$ cat src/rtl/result_display_ctrl.sv
// Result viewer sequencer: debounced next/prev stepping, memory fetch, double-dabble
// conversion and 4-digit multiplexed seven-segment drive. Define RESULT_DISPLAY_LZB_EN to blank leading zeros.
module result_display_ctrl #(
    parameter int DEPTH        = 32,
    parameter int ADDR_W       = 5,
    parameter int DATA_W       = 16,
    parameter int DEBOUNCE_CYC = 650000,
    parameter int SCAN_CYC     = 500000
) (
    input  logic              clk,
    input  logic              rst_n,
    input  logic              btn_next,
    input  logic              btn_prev,
    output logic [ADDR_W-1:0] mem_addr,
    output logic              mem_rd_en,
    input  logic [DATA_W-1:0] mem_rd_data,
    output logic [ADDR_W-1:0] cur_index,
    output logic              busy,
    output logic [3:0]        an_n,
    output logic [6:0]        seg_n
);

    localparam int DB_W   = (DEBOUNCE_CYC > 1) ? $clog2(DEBOUNCE_CYC) : 1;
    localparam int SCAN_W = (SCAN_CYC > 1) ? $clog2(SCAN_CYC) : 1;

    typedef enum logic [1:0] {ST_SHOW, ST_FETCH, ST_WAIT, ST_CONV} state_e;

    state_e              state_q, state_d;
    logic                boot_q, boot_d;
    logic [ADDR_W-1:0]   index_q, index_d;
    logic [DATA_W-1:0]   shift_q, shift_d;
    logic [19:0]         bcd_q, bcd_d, bcd_adj;
    logic [3:0]          iter_q, iter_d;
    logic [15:0]         digits_q, digits_d;
    logic                ovf_q, ovf_d;
    logic                show_valid_q, show_valid_d;
    logic [SCAN_W-1:0]   scan_cnt_q, scan_cnt_d;
    logic [1:0]          ptr_q, ptr_d;
    logic [3:0]          an_n_q, an_n_d;
    logic [6:0]          seg_n_q, seg_n_d;

    // Index 0 is next, index 1 is prev.
    logic [1:0]          sync1_q, sync1_d, sync2_q, sync2_d;
    logic [1:0]          deb_q, deb_d, deb_prev_q, deb_prev_d;
    logic [DB_W-1:0]     db_cnt_q [2];
    logic [DB_W-1:0]     db_cnt_d [2];
    logic [1:0]          pulse;

    logic [3:0]          sel_digit;
    logic                sel_blank;

    function automatic logic [6:0] seg_code(input logic [3:0] d);
        case (d)
            4'd0:    seg_code = 7'b1000000;
            4'd1:    seg_code = 7'b1111001;
            4'd2:    seg_code = 7'b0100100;
            4'd3:    seg_code = 7'b0110000;
            4'd4:    seg_code = 7'b0011001;
            4'd5:    seg_code = 7'b0010010;
            4'd6:    seg_code = 7'b0000010;
            4'd7:    seg_code = 7'b1111000;
            4'd8:    seg_code = 7'b0000000;
            4'd9:    seg_code = 7'b0010000;
            default: seg_code = 7'b1111111;
        endcase
    endfunction

    always_comb begin
        sync1_d    = {btn_prev, btn_next};
        sync2_d    = sync1_q;
        deb_prev_d = deb_q;
        deb_d      = deb_q;
        for (int unsigned i = 0; i < 2; i++) begin
            db_cnt_d[i] = '0;
            if (sync2_q[i] != deb_q[i]) begin
                if (db_cnt_q[i] == DB_W'(DEBOUNCE_CYC - 1)) begin
                    deb_d[i] = sync2_q[i];
                end else begin
                    db_cnt_d[i] = db_cnt_q[i] + 1'b1;
                end
            end
        end
        pulse = deb_q & ~deb_prev_q;
    end

    always_comb begin
        state_d = state_q;
        case (state_q)
            ST_SHOW:  if (boot_q || (pulse == 2'b01) || (pulse == 2'b10)) state_d = ST_FETCH;
            ST_FETCH: state_d = ST_WAIT;
            ST_WAIT:  state_d = ST_CONV;
            ST_CONV:  if (iter_q == 4'(DATA_W - 1)) state_d = ST_SHOW;
            default:  state_d = ST_SHOW;
        endcase
    end

    always_comb begin
        boot_d       = boot_q;
        index_d      = index_q;
        shift_d      = shift_q;
        bcd_d        = bcd_q;
        iter_d       = iter_q;
        digits_d     = digits_q;
        ovf_d        = ovf_q;
        show_valid_d = show_valid_q;
        bcd_adj      = bcd_q;
        for (int unsigned n = 0; n < 5; n++) begin
            if (bcd_q[4*n +: 4] >= 4'd5) bcd_adj[4*n +: 4] = bcd_q[4*n +: 4] + 4'd3;
        end
        case (state_q)
            ST_SHOW: begin
                if (boot_q) begin
                    boot_d = 1'b0;
                end else if (pulse == 2'b01) begin
                    index_d = (index_q == ADDR_W'(DEPTH - 1)) ? '0 : index_q + 1'b1;
                end else if (pulse == 2'b10) begin
                    index_d = (index_q == '0) ? ADDR_W'(DEPTH - 1) : index_q - 1'b1;
                end
            end
            ST_WAIT: begin
                shift_d = mem_rd_data;
                bcd_d   = '0;
                iter_d  = '0;
            end
            ST_CONV: begin
                {bcd_d, shift_d} = {bcd_adj[18:0], shift_q, 1'b0};
                iter_d           = iter_q + 1'b1;
                // Digits latch from the final shift so the display switches on the same edge.
                if (iter_q == 4'(DATA_W - 1)) begin
                    digits_d     = bcd_d[15:0];
                    ovf_d        = (bcd_d[19:16] != 4'd0);
                    show_valid_d = 1'b1;
                end
            end
            default: ;
        endcase
    end

    always_comb begin
        mem_rd_en = (state_q == ST_FETCH);
        busy      = (state_q != ST_SHOW);
        mem_addr  = index_q;
        cur_index = index_q;
    end

    always_comb begin
        scan_cnt_d = scan_cnt_q + 1'b1;
        ptr_d      = ptr_q;
        if (scan_cnt_q == SCAN_W'(SCAN_CYC - 1)) begin
            scan_cnt_d = '0;
            ptr_d      = ptr_q + 2'd1;
        end
        sel_blank = 1'b0;
        case (ptr_d)
            2'd0:    sel_digit = digits_d[15:12];
            2'd1:    sel_digit = digits_d[11:8];
            2'd2:    sel_digit = digits_d[7:4];
            default: sel_digit = digits_d[3:0];
        endcase
`ifdef RESULT_DISPLAY_LZB_EN
        case (ptr_d)
            2'd0:    sel_blank = (digits_d[15:12] == 4'd0);
            2'd1:    sel_blank = (digits_d[15:8] == 8'd0);
            2'd2:    sel_blank = (digits_d[15:4] == 12'd0);
            default: sel_blank = 1'b0;
        endcase
`endif
        an_n_d  = 4'b1111;
        seg_n_d = 7'b1111111;
        if (show_valid_d) begin
            an_n_d = ~(4'b1000 >> ptr_d);
            if (ovf_d)           seg_n_d = 7'b0111111;
            else if (!sel_blank) seg_n_d = seg_code(sel_digit);
        end
    end

    always_ff @(posedge clk) begin
        if (!rst_n) begin
            state_q      <= ST_SHOW;
            boot_q       <= 1'b1;
            index_q      <= '0;
            shift_q      <= '0;
            bcd_q        <= '0;
            iter_q       <= '0;
            digits_q     <= '0;
            ovf_q        <= 1'b0;
            show_valid_q <= 1'b0;
            scan_cnt_q   <= '0;
            ptr_q        <= '0;
            an_n_q       <= 4'b1111;
            seg_n_q      <= 7'b1111111;
            sync1_q      <= '0;
            sync2_q      <= '0;
            deb_q        <= '0;
            deb_prev_q   <= '0;
            db_cnt_q[0]  <= '0;
            db_cnt_q[1]  <= '0;
        end else begin
            state_q      <= state_d;
            boot_q       <= boot_d;
            index_q      <= index_d;
            shift_q      <= shift_d;
            bcd_q        <= bcd_d;
            iter_q       <= iter_d;
            digits_q     <= digits_d;
            ovf_q        <= ovf_d;
            show_valid_q <= show_valid_d;
            scan_cnt_q   <= scan_cnt_d;
            ptr_q        <= ptr_d;
            an_n_q       <= an_n_d;
            seg_n_q      <= seg_n_d;
            sync1_q      <= sync1_d;
            sync2_q      <= sync2_d;
            deb_q        <= deb_d;
            deb_prev_q   <= deb_prev_d;
            db_cnt_q[0]  <= db_cnt_d[0];
            db_cnt_q[1]  <= db_cnt_d[1];
        end
    end

    assign an_n  = an_n_q;
    assign seg_n = seg_n_q;

endmodule

$ cat config.mk
export PLATFORM = sky130hd
export DESIGN_NAME = result_display_ctrl
export DESIGN_NICKNAME = d
export VERILOG_FILES = /design/src/rtl/result_display_ctrl.sv
export SDC_FILE = /design/constraint.sdc
export NUM_CORES = 1
export LEC_CHECK = 0
export CAP_MARGIN = 20
export CORE_MARGIN = 2
export CORE_UTILIZATION = 40
export CTS_BUF_LIST = sky130_fd_sc_hd__clkbuf_4
export DETAILED_ROUTE_END_ITERATION = 6
export GPL_TIMING_DRIVEN = 0
export SYNTH_ARGS = -nofsm -noshare
export SYNTH_HDL_FRONTEND = slang
export SYNTH_SLANG_ARGS = --single-unit
export TNS_END_PERCENT = 30
$ cat constraint.sdc
create_clock -name clk -period 3.5 [get_ports clk]
set_clock_uncertainty 0.15 [all_clocks]
set_input_delay 0.7 -clock clk [delete_from_list [all_inputs] [get_ports clk]]
set_output_delay 0.7 -clock clk [all_outputs]
set_load 0.02 [all_outputs]
* Yosys cells after proc, flatten, opt, wreduce, memory -nomap -nowiden *
Memories as Yosys holds them, arrays and structs flattened.
Cells that the tools add are included.

cells by class
  $lt $le $gt $ge = 5
  multiplexer cells = 32
  $add $sub $neg = 12
  equal/unequal tests = 16
  shift-type cells = 1
  bitwise gates (word level) = 8
  reduce and logical (&&, ||, !) cells = 16

operators by type and width
  cell                                                                    count
  20-bit 2-to-1 mux                                                       6
  20-bit by 1-bit adder with 20-bit output (second input constant)        2
  20-bit == test (second input constant)                                  2
  20-bit one-hot mux with 2 select lines                                  1
  16-bit 2-to-1 mux                                                       2
  16-bit one-hot mux with 2 select lines                                  1
  4-bit by 3-bit >= comparator with 1-bit output (second input constant)  5
  5-bit 2-to-1 mux                                                        4
  19-bit by 1-bit adder with 19-bit output (second input constant)        1
  19-bit == test (second input constant)                                  1
  4-bit by 2-bit adder with 4-bit output (second input constant)          4
  4-bit 2-to-1 mux                                                        4
  4-bit one-hot mux with 3 select lines                                   1
  2-bit == test (second input constant)                                   4
  2-bit one-hot mux with 4 select lines                                   1
  4-bit one-hot mux with 2 select lines                                   1
  2-bit AND reduction                                                     4
  7-bit 2-to-1 mux                                                        1
  2-bit by 1-bit == test with 1-bit output (second input constant)        3
  1-bit 2-to-1 mux                                                        6
  2-bit 2-to-1 mux                                                        3
  2-bit nonzero test                                                      3
  5-bit by 1-bit adder with 5-bit output (second input constant)          1
  5-bit == test (second input constant)                                   1
  21 further kinds                                                        28

storage, ports and cells
  register bits after elaboration = 106
  bits in writable memories = 40
  ROM bits = 112
  word-level logic and storage cells = 111
  input bits = 20
  output and inout port bits = 23
  memories kept = 2

memories
  name             depth  bits a word  read ports  clocked after memory_dff  write ports  line  text
  (no name shown)  16     7            1           0                         0            53    case (d)
  db_cnt_q         2      20           2           0                         2            45    logic [DB_W-1:0] db_cnt_q [2];

* Depth between registers and ports, before layout *
Gate-level depths: netlist of the first run.

  depth after elaboration = 7
  gate-level depth with buffers = 14
  depth with buffers taken out = 12

* Worst setup path after synthesis of the first run *
OpenSTA, ideal clock, no wires.

  path type = register to register
  start point = reg state_q[0]
  end point = reg seg_n_q[0], in the netlist seg_n[0]
  setup slack = 0.223 ns
  buffers on the path = 3
  clock period less this slack = 3.277 ns
  required time = 3.222 ns
  arrival = 2.999 ns
  setup time = 0.128 ns
  stages on the path, launching flop included = 14
  path through = dfxtp_1 ha_1 buf_2 nand4_2 buf_2 buf_2 o31ai_1 mux2i_1 o221ai_1 nand2_1 ha_1 or4_1 a21oi_1 o21ai_1

between the ends
  longest elaborated chain between the ends = 4
  elaborated cells on any way between the ends = 8
  classes of those cells = 1 x eq/ne; 4 x mux; 1 x bitwise; 1 x reduce/logical; 1 x memory

ends and longest elaborated chain
  item                                                                     line  text
  from (decl)                                                              28    state_e state_q, state_d;
  from (signal assigned)                                                   199   state_q <= state_d;
  2-bit == test (*)                                                        110   case (state_q)
  16-bit 2-to-1 mux or 1-bit 2-to-1 mux (tied branches)                    110
  4-bit one-hot mux with 3 select lines or 1-bit inverter (tied branches)  --
  memory read 16 x 7 bit or 3-bit OR reduction (tied branches)             --
  to (signal assigned)                                                     211   seg_n_q <= seg_n_d;
  to (decl)                                                                40    logic [6:0] seg_n_q, seg_n_d;

Mark *: on every way between the ends. The rest lies on a longest branch, timed or not.
A chain may end at the register's enable or synchronous reset.

* Final worst setup path of the first run *
  start point = reg state_q[0]
  end point = reg seg_n_q[3], in the netlist seg_n[3]

Same word-level chain as after synthesis.

==> metrics.txt, run 1 <==
PD cells=409 nW/um^2; Final Hold Fails=0; Critical Path End Type=register; CTS H-tree lvls=4; Final Max Slew Viols=0; global-route wire length before repair=27.6 mm; grt met1 use=23.4%; share of cells above drive strength 1=7.68%; WP data required=3.78 ns; CTS Buf Count=17; Hold Slack=0.310 ns; post-synth top area cell=dfxtp_1; Worst slew margin=51.9%; vias per cell=5.15; commonest non-fill, non-tap cell in the layout=dfxtp_1; GRT Total Usage=17.2%; fmax=0.306 GHz; Final ANT Viol Nets=0; core box area=18000 sq um; M2 GR Usage=27.4%; final wirelength=16.2 mm; status=finished, final reports clean; crit-path max FO=10; vias in the first global route=5567; PortBufs=42; Worst Hold Class=register to register; Initial Util=40.8%; EDFF count, synth=0; Overflow after GRT=0; syn_nets=912; clock period minus worst slack=3.27 ns; Syn Inst Count=863; sequential share of the synthesized area=39.8%; initial antenna violation count=1; Post-Syn Area per Cell=8.51 sq um; critical path's slowest cell=mux4_2; # clock sinks=146; nets=975; io pins=43; gpl congestion=0.807; Worst Path Class, Setup=register to register; most frequently used flop master after synthesis=dfxtp_1; Async SR Flop Fraction=0%; die width=140 um; row count=49; root buffer cell=clkbuf_4; Placed Area=8060 sq um; drt first pass iters=7; Clk pin slew, worst setup/hold paths=0.13 ns; area grow syn2layout=15.8%; top-area cell type share of the netlist area=39.8%; Post-Syn Area=7350 sq um; # Max-Cap Violations=0; Synth cell types=61; Die H=140 um; # fillers=1788; largest net degree at the start of global routing=17; routed len/inst=13.9 um; Slew @ Worst Pin=0.721 ns; most frequent cells in the layout=dfxtp_1, nor2_1, nand2_1; TritonCTS clock tree=done; DP HPWL=11.7 mm; DRC violations left=0; CTS Buffer Depth=2; Top delay family on crit path=compound AO/OA/AOI/OAI gates; final worst path period share=93.3%; met3 Use GR=3.75%; drt initial violations=285; crit path buf inv count=3; post-route cell area=8510 sq um; setup violators final=0; Clk Latency, worst-skew pair=0.55 ns; Max rail drop VDD=0.241 mV; Crit path largest cell delay=0.55 ns; Startpoint Class=register; number of synthesized register bits=146; top post-synthesis cells by area=dfxtp_1, ha_1, nor2_1; RSZ-0062 raised after global routing=false; CP Data Arrival Time=3.55 ns; Vias=6011; leakage dissipation=3.07 nW; crit path cell chain=ha_1, buf_4, nand4_4, buf_6, buf_4, o31ai_2, mux2i_1, mux4_2, ha_1, a31o_2, a21oi_1, o21ai_1; Die ar.=19500 sq um; busiest grt layer=met2; yosys warns=0; hold_buf cts=0
## what timing repair did
item	in CTS	in global routing
pin swaps	3	3
setup endpoints to repair	6	5
buffers inserted	2	1
resized for setup	14	8
endpoints found under the hold margin	0	0
cloned	0	0
## power breakdown
group / total [mW] / internal, mW / switching, mW
combinational: 0.476 / 0.188 / 0.287
sequential: 1.75 / 1.72 / 0.0358
clock: 1.25 / 0.643 / 0.606
total: 3.48 / 2.55 / 0.929
## kinds of logic (layout without fill, tap and decap cells)
| group | Yosys count | in the layout | synth area share, % |
|---|---|---|---|
| multiplexers | 40 | 40 | 6.08 |
| XOR/XNOR | 52 | 52 | 6.20 |
| AO/OA/AOI/OAI | 157 | 157 | 13.0 |
| buffers and inverters | 76 | 151 | 4.41 |
| adder cells (fa/ha/maj) | 29 | 29 | 4.94 |
| AND/OR/NAND/NOR | 363 | 363 | 25.6 |
| other | 0 | 1 | 0 |
| flip-flops | 146 | 146 | 39.8 |
## sequential cells by signal (all words and copies together) (netlist names)
name and count:
bcd_q 20, deb_prev_d 2, an_n 4, cur_index 5
db_cnt_q 40, iter_q 4, sync2_q 2, scan_cnt_q 19
state_q 2, deb_prev_q 2, boot_q 1, ptr_q 2
show_valid_q 1, ovf_q 1, sync1_q 2, seg_n 7
shift_q 16, digits_q 16
## Yosys cell counts (all sizes together) (9+ instances only)
cell type / instances
o21ai: 54
nor2: 93
inv: 31
o31ai: 13
nor3: 25
o21a: 9
nand2b: 11
nor3b: 21
mux2i: 33
clkbuf: 29
and3: 14
and2: 39
dfxtp: 146
nand2: 71
nand4: 17
xnor2: 17
xor2: 35
buf: 16
or3: 15
a211oi: 11
ha: 29
a21oi: 44
nand3: 31
nor2b: 9
## per-layer routing
layer  share of wire [%]  routed length [um]  up-vias
li1                    -                   -     3121
met1                  48                7810     2799
met2                  47                7620       78
met3                 3.2                 514       13
met4                 1.5                 246        0
met5                   0                   0        -
## metrics by stage
| stage | util (%) | setup TNS, ns | power [mW] | worst slack (ns) | std cells |
|---|---|---|---|---|---|
| 2_1_floorplan | - | 0 | 2.10 | 0.223 | 863 |
| 3_3_place_gp | 44.7 | -1.11 | 2.26 | -0.527 | 1134 |
| 3_5_place_dp | 44.7 | -0.932 | 2.27 | -0.498 | 1134 |
| 4_1_cts | 47.0 | 0 | 3.52 | 0.0266 | 1167 |
| 5_1_grt | 47.2 | 0 | 3.65 | 0.0272 | 1168 |
| 6_report | 47.2 | 0 | 3.48 | 0.233 | 1168 |
## cell type report
cell class | instances | area [sq um] | area share [%]
Inverter | 31 | 116 | 1.37
Buffer | 44 | 211 | 2.49
Clock buffer | 19 | 143 | 1.68
Sequential cell | 146 | 2930 | 34.4
Tap cell | 229 | 287 | 3.37
Multi-Input combinational cell | 641 | 4190 | 49.2
Clock inverter | 12 | 189 | 2.22
Antenna cell | 1 | 2.50 | 0.0294
Timing Repair Buffer | 45 | 443 | 5.21
## path summary, 6_finish.rpt
| path | startpoint | endpoint | slack [ns] | cells past startpoint |
|---|---|---|---|---|
| max | state_q[0] | seg_n[3] | 0.23 | 12 |
| min | sync1_q[0] | sync2_q[0] | 0.31 | 1 |
| max reg2reg | state_q[0] | seg_n[3] | 0.23 | 12 |
| min reg2reg | sync1_q[0] | sync2_q[0] | 0.31 | 1 |
(Power assumes the default switching activity.)
==> run 2: changes to the inputs <==
--- a/config.mk
+++ b/config.mk
@@ -5,12 +5,11 @@
 export SDC_FILE = /design/constraint.sdc
 export NUM_CORES = 1
 export LEC_CHECK = 0
-export CAP_MARGIN = 20
 export CORE_MARGIN = 2
-export CORE_UTILIZATION = 40
+export CORE_UTILIZATION = 56
 export CTS_BUF_LIST = sky130_fd_sc_hd__clkbuf_4
 export DETAILED_ROUTE_END_ITERATION = 6
-export GPL_TIMING_DRIVEN = 0
+export PLACE_DENSITY = 0.79
 export SYNTH_ARGS = -nofsm -noshare
 export SYNTH_HDL_FRONTEND = slang
 export SYNTH_SLANG_ARGS = --single-unit
==> run 2 against run 1 <==
Effect of this change:
- non-clock buffer count is 36 lower
- critical path depth is the same
- fmax grew 0.28%
- count of clock-buffer cells in the layout up 2
- wire length fell by 11%
- core utilization grew 17 points
- design area is 3.4% lower
==> metrics.txt, run 2 (synthesis gave the netlist of run 1 again) <==
PnR Total Power=3.37 mW (-3.2%); # fillers=1136 (-36%); crit path cell chain=inv_1, ha_1, nor2b_1, a2bb2oi_2, nand3_1, a41o_1, o221ai_1, nand2_1, ha_1, or4_1, a21oi_1, o21ai_1; most used cell, CP=ha_1; Largest Register=db_cnt_q; setup_tns=0 ns (unchanged); Die ar.=14100 sq um (-28%); Startpoint Class=register; critical path's slowest cell=or4_1; row count=41 (-16%); crit-path max FO=6 (-4); vias per cell=5.44 (+5.8%); Final ANT Viol Nets=0 (unchanged); area grow syn2layout=11.8%; root buffer cell=clkbuf_4; Worst Hold Class=register to register; global-route wire length before repair=24.5 mm (-11%); final worst path period share=93.1% (-0.26 points); placed instance count=1043 (-8.0%); Final Max Slew Viols=0 (unchanged); Largest register FFs=40 (unchanged); most frequent cells in the layout=dfxtp_1, nor2_1, nand2_1; CTS Buffer Depth=2 (unchanged); # Max-Cap Violations=0 (unchanged); vias in the first global route=5392 (-3.1%); Hold Slack=0.300 ns (-0.0102 ns); WP data required=3.80 ns (+0.02 ns); share of cells above drive strength 1=7.20% (-0.48 points); drt initial violations=440 (+54%); Clk pin slew, worst setup/hold paths=0.11 ns (-0.02 ns); TritonCTS clock tree=done; largest net degree at the start of global routing=82 (+65); Overflow after GRT=0 (unchanged); core box area=12700 sq um (-29%); Die H=119 um (-15%); DRC violations left=0 (unchanged); routed len/inst=13.4 um (-3.6%); Final Hold Fails=0 (unchanged); GRT Total Usage=21.1% (+3.9 points); commonest non-fill, non-tap cell in the layout=dfxtp_1; PD cells=410 nW/um^2 (+0.18%); CTS Buf Count=17 (unchanged); setup violators final=0 (unchanged); Crit path largest cell delay=0.51 ns (-0.04 ns); status=finished, final reports clean; clock period minus worst slack=3.26 ns (-0.00915 ns); drt first pass iters=4 (-3); CTS H-tree lvls=4 (unchanged); Layout Cells excl Fill=1076 (-7.9%); CP Data Arrival Time=3.56 ns (about the same); Worst slew margin=50.2% (-1.7 points); Clk Latency, worst-skew pair=0.57 ns (+0.02 ns); fmax=0.307 GHz (+0.28%); Largest regs=db_cnt_q x40, bcd_q x20, scan_cnt_q x19; nets=939 (-3.7%); Max rail drop VDD=0.247 mV (+2.8%); leakage dissipation=3.01 nW (-1.8%); Vias=5857 (-2.6%); Slew @ Worst Pin=0.745 ns (+0.0240 ns); DP HPWL=9.87 mm (-15%); initial antenna violation count=1 (unchanged); die width=119 um (-15%); PortBufs=42 (unchanged); Worst Path Class, Setup=register to register; # clock sinks=146 (unchanged); final wirelength=14.4 mm (-11%); Initial Util=57.8% (+17 points); RSZ-0062 raised after global routing=false; gpl congestion=0.877 (+8.8%); io pins=43 (unchanged); Critical Path End Type=register
run 2: area by class of cell:
cell class / instances / area, sq um / area share (%)
Tap cell: 172 / 215 / 2.62
Inverter: 31 / 116 / 1.42
Multi-Input combinational cell: 641 / 4140 / 50.4
Timing Repair Buffer: 53 / 503 / 6.12
Sequential cell: 146 / 2920 / 35.6
Clock buffer: 21 / 158 / 1.92
Antenna cell: 1 / 2.50 / 0.0305
Clock inverter: 11 / 161 / 1.96
run 2: what timing repair did:
action / in CTS / in global routing
setup endpoints to repair: 0 / 6
hold buffers: 0 / 0
setup buffers: 0 / 0
resized for setup: 0 / 7
run 2: where the power goes:
group | internal (mW) | switching (mW)
clock network | 0.593 | 0.589
logic | 0.181 | 0.253
registers | 1.72 | 0.0356
total | 2.49 | 0.877
run 2: routing by layer:
metal,track usage [%],wire [um],vias up
li1,-,-,3051
met1,27.5,6920,2709
met2,34.1,6800,80
met3,4.73,434,17
met4,8.18,226,0
met5,0,0,-
run 2: per-stage QoR:
stage / setup slack (ns) / cell area [sq um] / util, %
final: 0.242 / 8220 / 64.6
after global routing: 0.0230 / 8220 / 64.6
after CTS: 0.112 / 8180 / 64.3
after detailed placement: 0.120 / 7860 / 61.8
after global placement: 0.249 / 7860 / 61.8
after floorplan: 0.223 / 7350 / -
run 2: worst max-delay path, delay by kind of cell, from the launching register on:
family                     cells  cell delay, ns
and+or+nand+nor                4            1.09
AOI/OAI and AO/OA              5            0.94
adders and majority gates      2            0.48
DFF                            1            0.38
buffers and inverters          1            0.09
run 2: path summary, 6_finish.rpt:
path	startpoint	end	slack (ns)	depth (start not counted)
worst max-delay path	bcd_q[4]	seg_n[0]	0.24	12
worst min-delay path	sync1_q[0]	sync2_q[0]	0.30	1
worst max register to register	bcd_q[4]	seg_n[0]	0.24	12
worst min register to register	sync1_q[0]	sync2_q[0]	0.30	1
==> run 3: changes to the inputs <==
--- a/config.mk
+++ b/config.mk
@@ -6,10 +6,10 @@
 export NUM_CORES = 1
 export LEC_CHECK = 0
 export CORE_MARGIN = 2
-export CORE_UTILIZATION = 56
+export CORE_UTILIZATION = 60
 export CTS_BUF_LIST = sky130_fd_sc_hd__clkbuf_4
 export DETAILED_ROUTE_END_ITERATION = 6
-export PLACE_DENSITY = 0.79
+export PLACE_DENSITY = 0.8
 export SYNTH_ARGS = -nofsm -noshare
 export SYNTH_HDL_FRONTEND = slang
 export SYNTH_SLANG_ARGS = --single-unit
==> constraint.sdc (replaced) <==
create_clock -name clk -period 3.2 [get_ports clk]
set_clock_uncertainty 0.15 [all_clocks]
set_input_delay 0.64 -clock clk [delete_from_list [all_inputs] [get_ports clk]]
set_output_delay 0.64 -clock clk [all_outputs]
set_load 0.02 [all_outputs]
==> run 3 against run 2 <==
Effect of this change:
- non-clock buffer count stayed put
- clock power hardly changed
- cell count is 2.4% lower
- setup slack worse by 0.14 ns
- total power is 5.8% higher
- fmax is 5.1% higher
- largest cell class unchanged
- sequential cell count stayed put
- register-to-register slack worse by 0.14 ns
==> metrics.txt, run 3 (synthesis gave the netlist of run 1 again) <==
CTS Buffer Depth=2 (unchanged); post-layout util=68.7% (+4.1 points); Max rail drop VDD=0.292 mV (+18%); Final Max Slew Viols=0 (unchanged); Slew @ Worst Pin=0.715 ns (-0.0302 ns); nets=939 (unchanged); Worst slew margin=52.2% (+2.0 points); PnR Total Power=3.56 mW (+5.8%); PortBufs=42 (unchanged); routed len/inst=14.0 um (+4.9%); status=finished, final reports clean; diode count=0 (-1); pre-CTS WS=-0.0812 ns (-0.201 ns); fmax=0.323 GHz (+5.1%); DRC violations left=0 (unchanged); core box area=12000 sq um (-6.0%); gpl congestion=0.894 (+1.8%); register area=2930 sq um (about the same); CTS Buf Count=17 (unchanged); vias in the first global route=5746 (+6.6%); Post-CTS Setup Repair Bufs=0 (unchanged); # Max-Cap Violations=0 (unchanged); Final ANT Viol Nets=0 (unchanged); share of cells above drive strength 1=8.75% (+1.6 points); FF-to-FF End=seg_n[0]; WP data required=3.50 ns (-0.30 ns); M2 GR Usage=40.8% (+6.7 points); Crit path largest cell delay=0.51 ns (about the same); area grow syn2layout=11.8% (about the same); commonest non-fill, non-tap cell in the layout=dfxtp_1; Largest register FFs=40 (unchanged); clock period minus worst slack=3.10 ns (-0.159 ns); PD cells=434 nW/um^2 (+5.8%); Clk Latency, worst-skew pair=0.56 ns (about the same); reg2reg path depth=12 (unchanged); hold path endpoint=sync2_q[0]; final worst setup slack=0.101 ns (-0.141 ns); busiest grt layer=met2; Largest regs=db_cnt_q x40, bcd_q x20, scan_cnt_q x19; DP HPWL=10.4 mm (+5.7%); Worst Hold Depth=1 (unchanged); CTS H-tree lvls=4 (unchanged); Clk pin slew, worst setup/hold paths=0.13 ns (+0.02 ns); drt initial violations=439 (-0.23%); final worst path period share=96.8% (+3.8 points); crit path cell chain=inv_1, ha_2, nor2b_2, o21ai_0, o31ai_2, mux2i_1, o221ai_2, nand2_2, ha_1, or4_1, a21oi_1, o21ai_1; global-route wire length before repair=25.5 mm (+3.9%); Die H=115 um (-3.3%); hold path start=sync1_q[0]; hold_buf cts=0 (unchanged); row count=40 (-2.4%); critical path's slowest cell=or4_1; Critical Path End Type=register; largest net degree at the start of global routing=73 (-11%); GRT Total Usage=23.8% (+2.7 points); Overflow after GRT=0 (unchanged); Final Hold Fails=0 (unchanged); Worst Path Class, Setup=register to register; die width=115 um (-3.3%); TritonCTS clock tree=done; RSZ-0062 raised after global routing=true; most frequent cells in the layout=dfxtp_1, nor2_1, nand2_1; crit-path max FO=4 (-2); drt first pass iters=5 (+1); Crit Reg-Reg Startpoint=bcd_q[1]; # fillers=934 (-18%); Largest Register=db_cnt_q; root buffer cell=clkbuf_4; FF-to-FF setup slack=0.10 ns (-0.14 ns); setup violators final=0 (unchanged); io pins=43 (unchanged); leakage dissipation=3.00 nW (-0.37%); Die ar.=13100 sq um (-6.4%); vias per cell=5.72 (+5.0%); grt met1 use=28.6% (+1.1 points); area of the multi-input gates=4190 sq um (+1.2%); # clock sinks=146 (unchanged); initial antenna violation count=0 (-1); Vias=6001 (+2.5%); Startpoint Class=register; Initial Util=61.4% (+3.7 points); CP Data Arrival Time=3.40 ns (-0.16 ns); final wirelength=14.7 mm (+2.3%); Worst Hold Class=register to register; met3 Use GR=6.51% (+1.8 points); Hold Slack=0.305 ns (+0.00547 ns)
## run 3: power breakdown
group	internal (mW)	switching, mW
registers	1.88	0.0401
logic	0.206	0.280
clock network	0.467	0.692
total	2.55	1.01
## run 3: worst max path at each step
| stage | start | endpoint | slack, ns | cells after the start |
|---|---|---|---|---|
| floorplan | state_q[0] | seg_n[0] | 0.0005 | 13 |
| global placement | bcd_q[12] | seg_n[0] | 0.09 | 12 |
| detailed placement | bcd_q[12] | seg_n[0] | -0.08 | 12 |
| CTS | bcd_q[4] | seg_n[0] | 0.02 | 12 |
| global route | bcd_q[9] | seg_n[0] | -0.05 | 12 |
| finish | bcd_q[1] | seg_n[0] | 0.10 | 12 |
## run 3: through the flow
step / std cells / TNS, ns / area (sq um)
final: 1050 / 0 / 8220
after detailed placement: 1018 / -0.0812 / 7860
after global routing: 1050 / -0.0535 / 8220
after floorplan: 863 / 0 / 7360
after CTS: 1050 / 0 / 8160
after global placement: 1018 / 0 / 7860
## run 3: cell type report
cell class,count,share of cell area [%]
Clock buffer,17,1.55
Sequential cell,146,35.6
Clock inverter,15,1.93
Multi-Input combinational cell,641,51.0
Inverter,31,1.42
Tap cell,147,2.24
Timing Repair Buffer,53,6.27
## run 3: layer usage
metal  vias to the layer above  routed length (um)
li1                       3056                   -
met1                      2816                6670
met2                       104                7240
met3                        25                 527
met4                         0                 281
met5                         -                   0
## run 3: worst max-delay path, delay by kind of cell (launching register included)
| family | cells | cell delay (ns) |
|---|---|---|
| compound gates | 5 | 1.02 |
| fa+ha+maj | 2 | 0.42 |
| buf+inv | 1 | 0.11 |
| flops | 1 | 0.34 |
| mux | 1 | 0.15 |
| simple gates | 3 | 0.81 |
## run 3: what timing repair did
item | 4_1_cts | 5_1_grt
resized for setup | 2 | 19
setup endpoints to repair | 1 | 6
pin swaps | 0 | 2
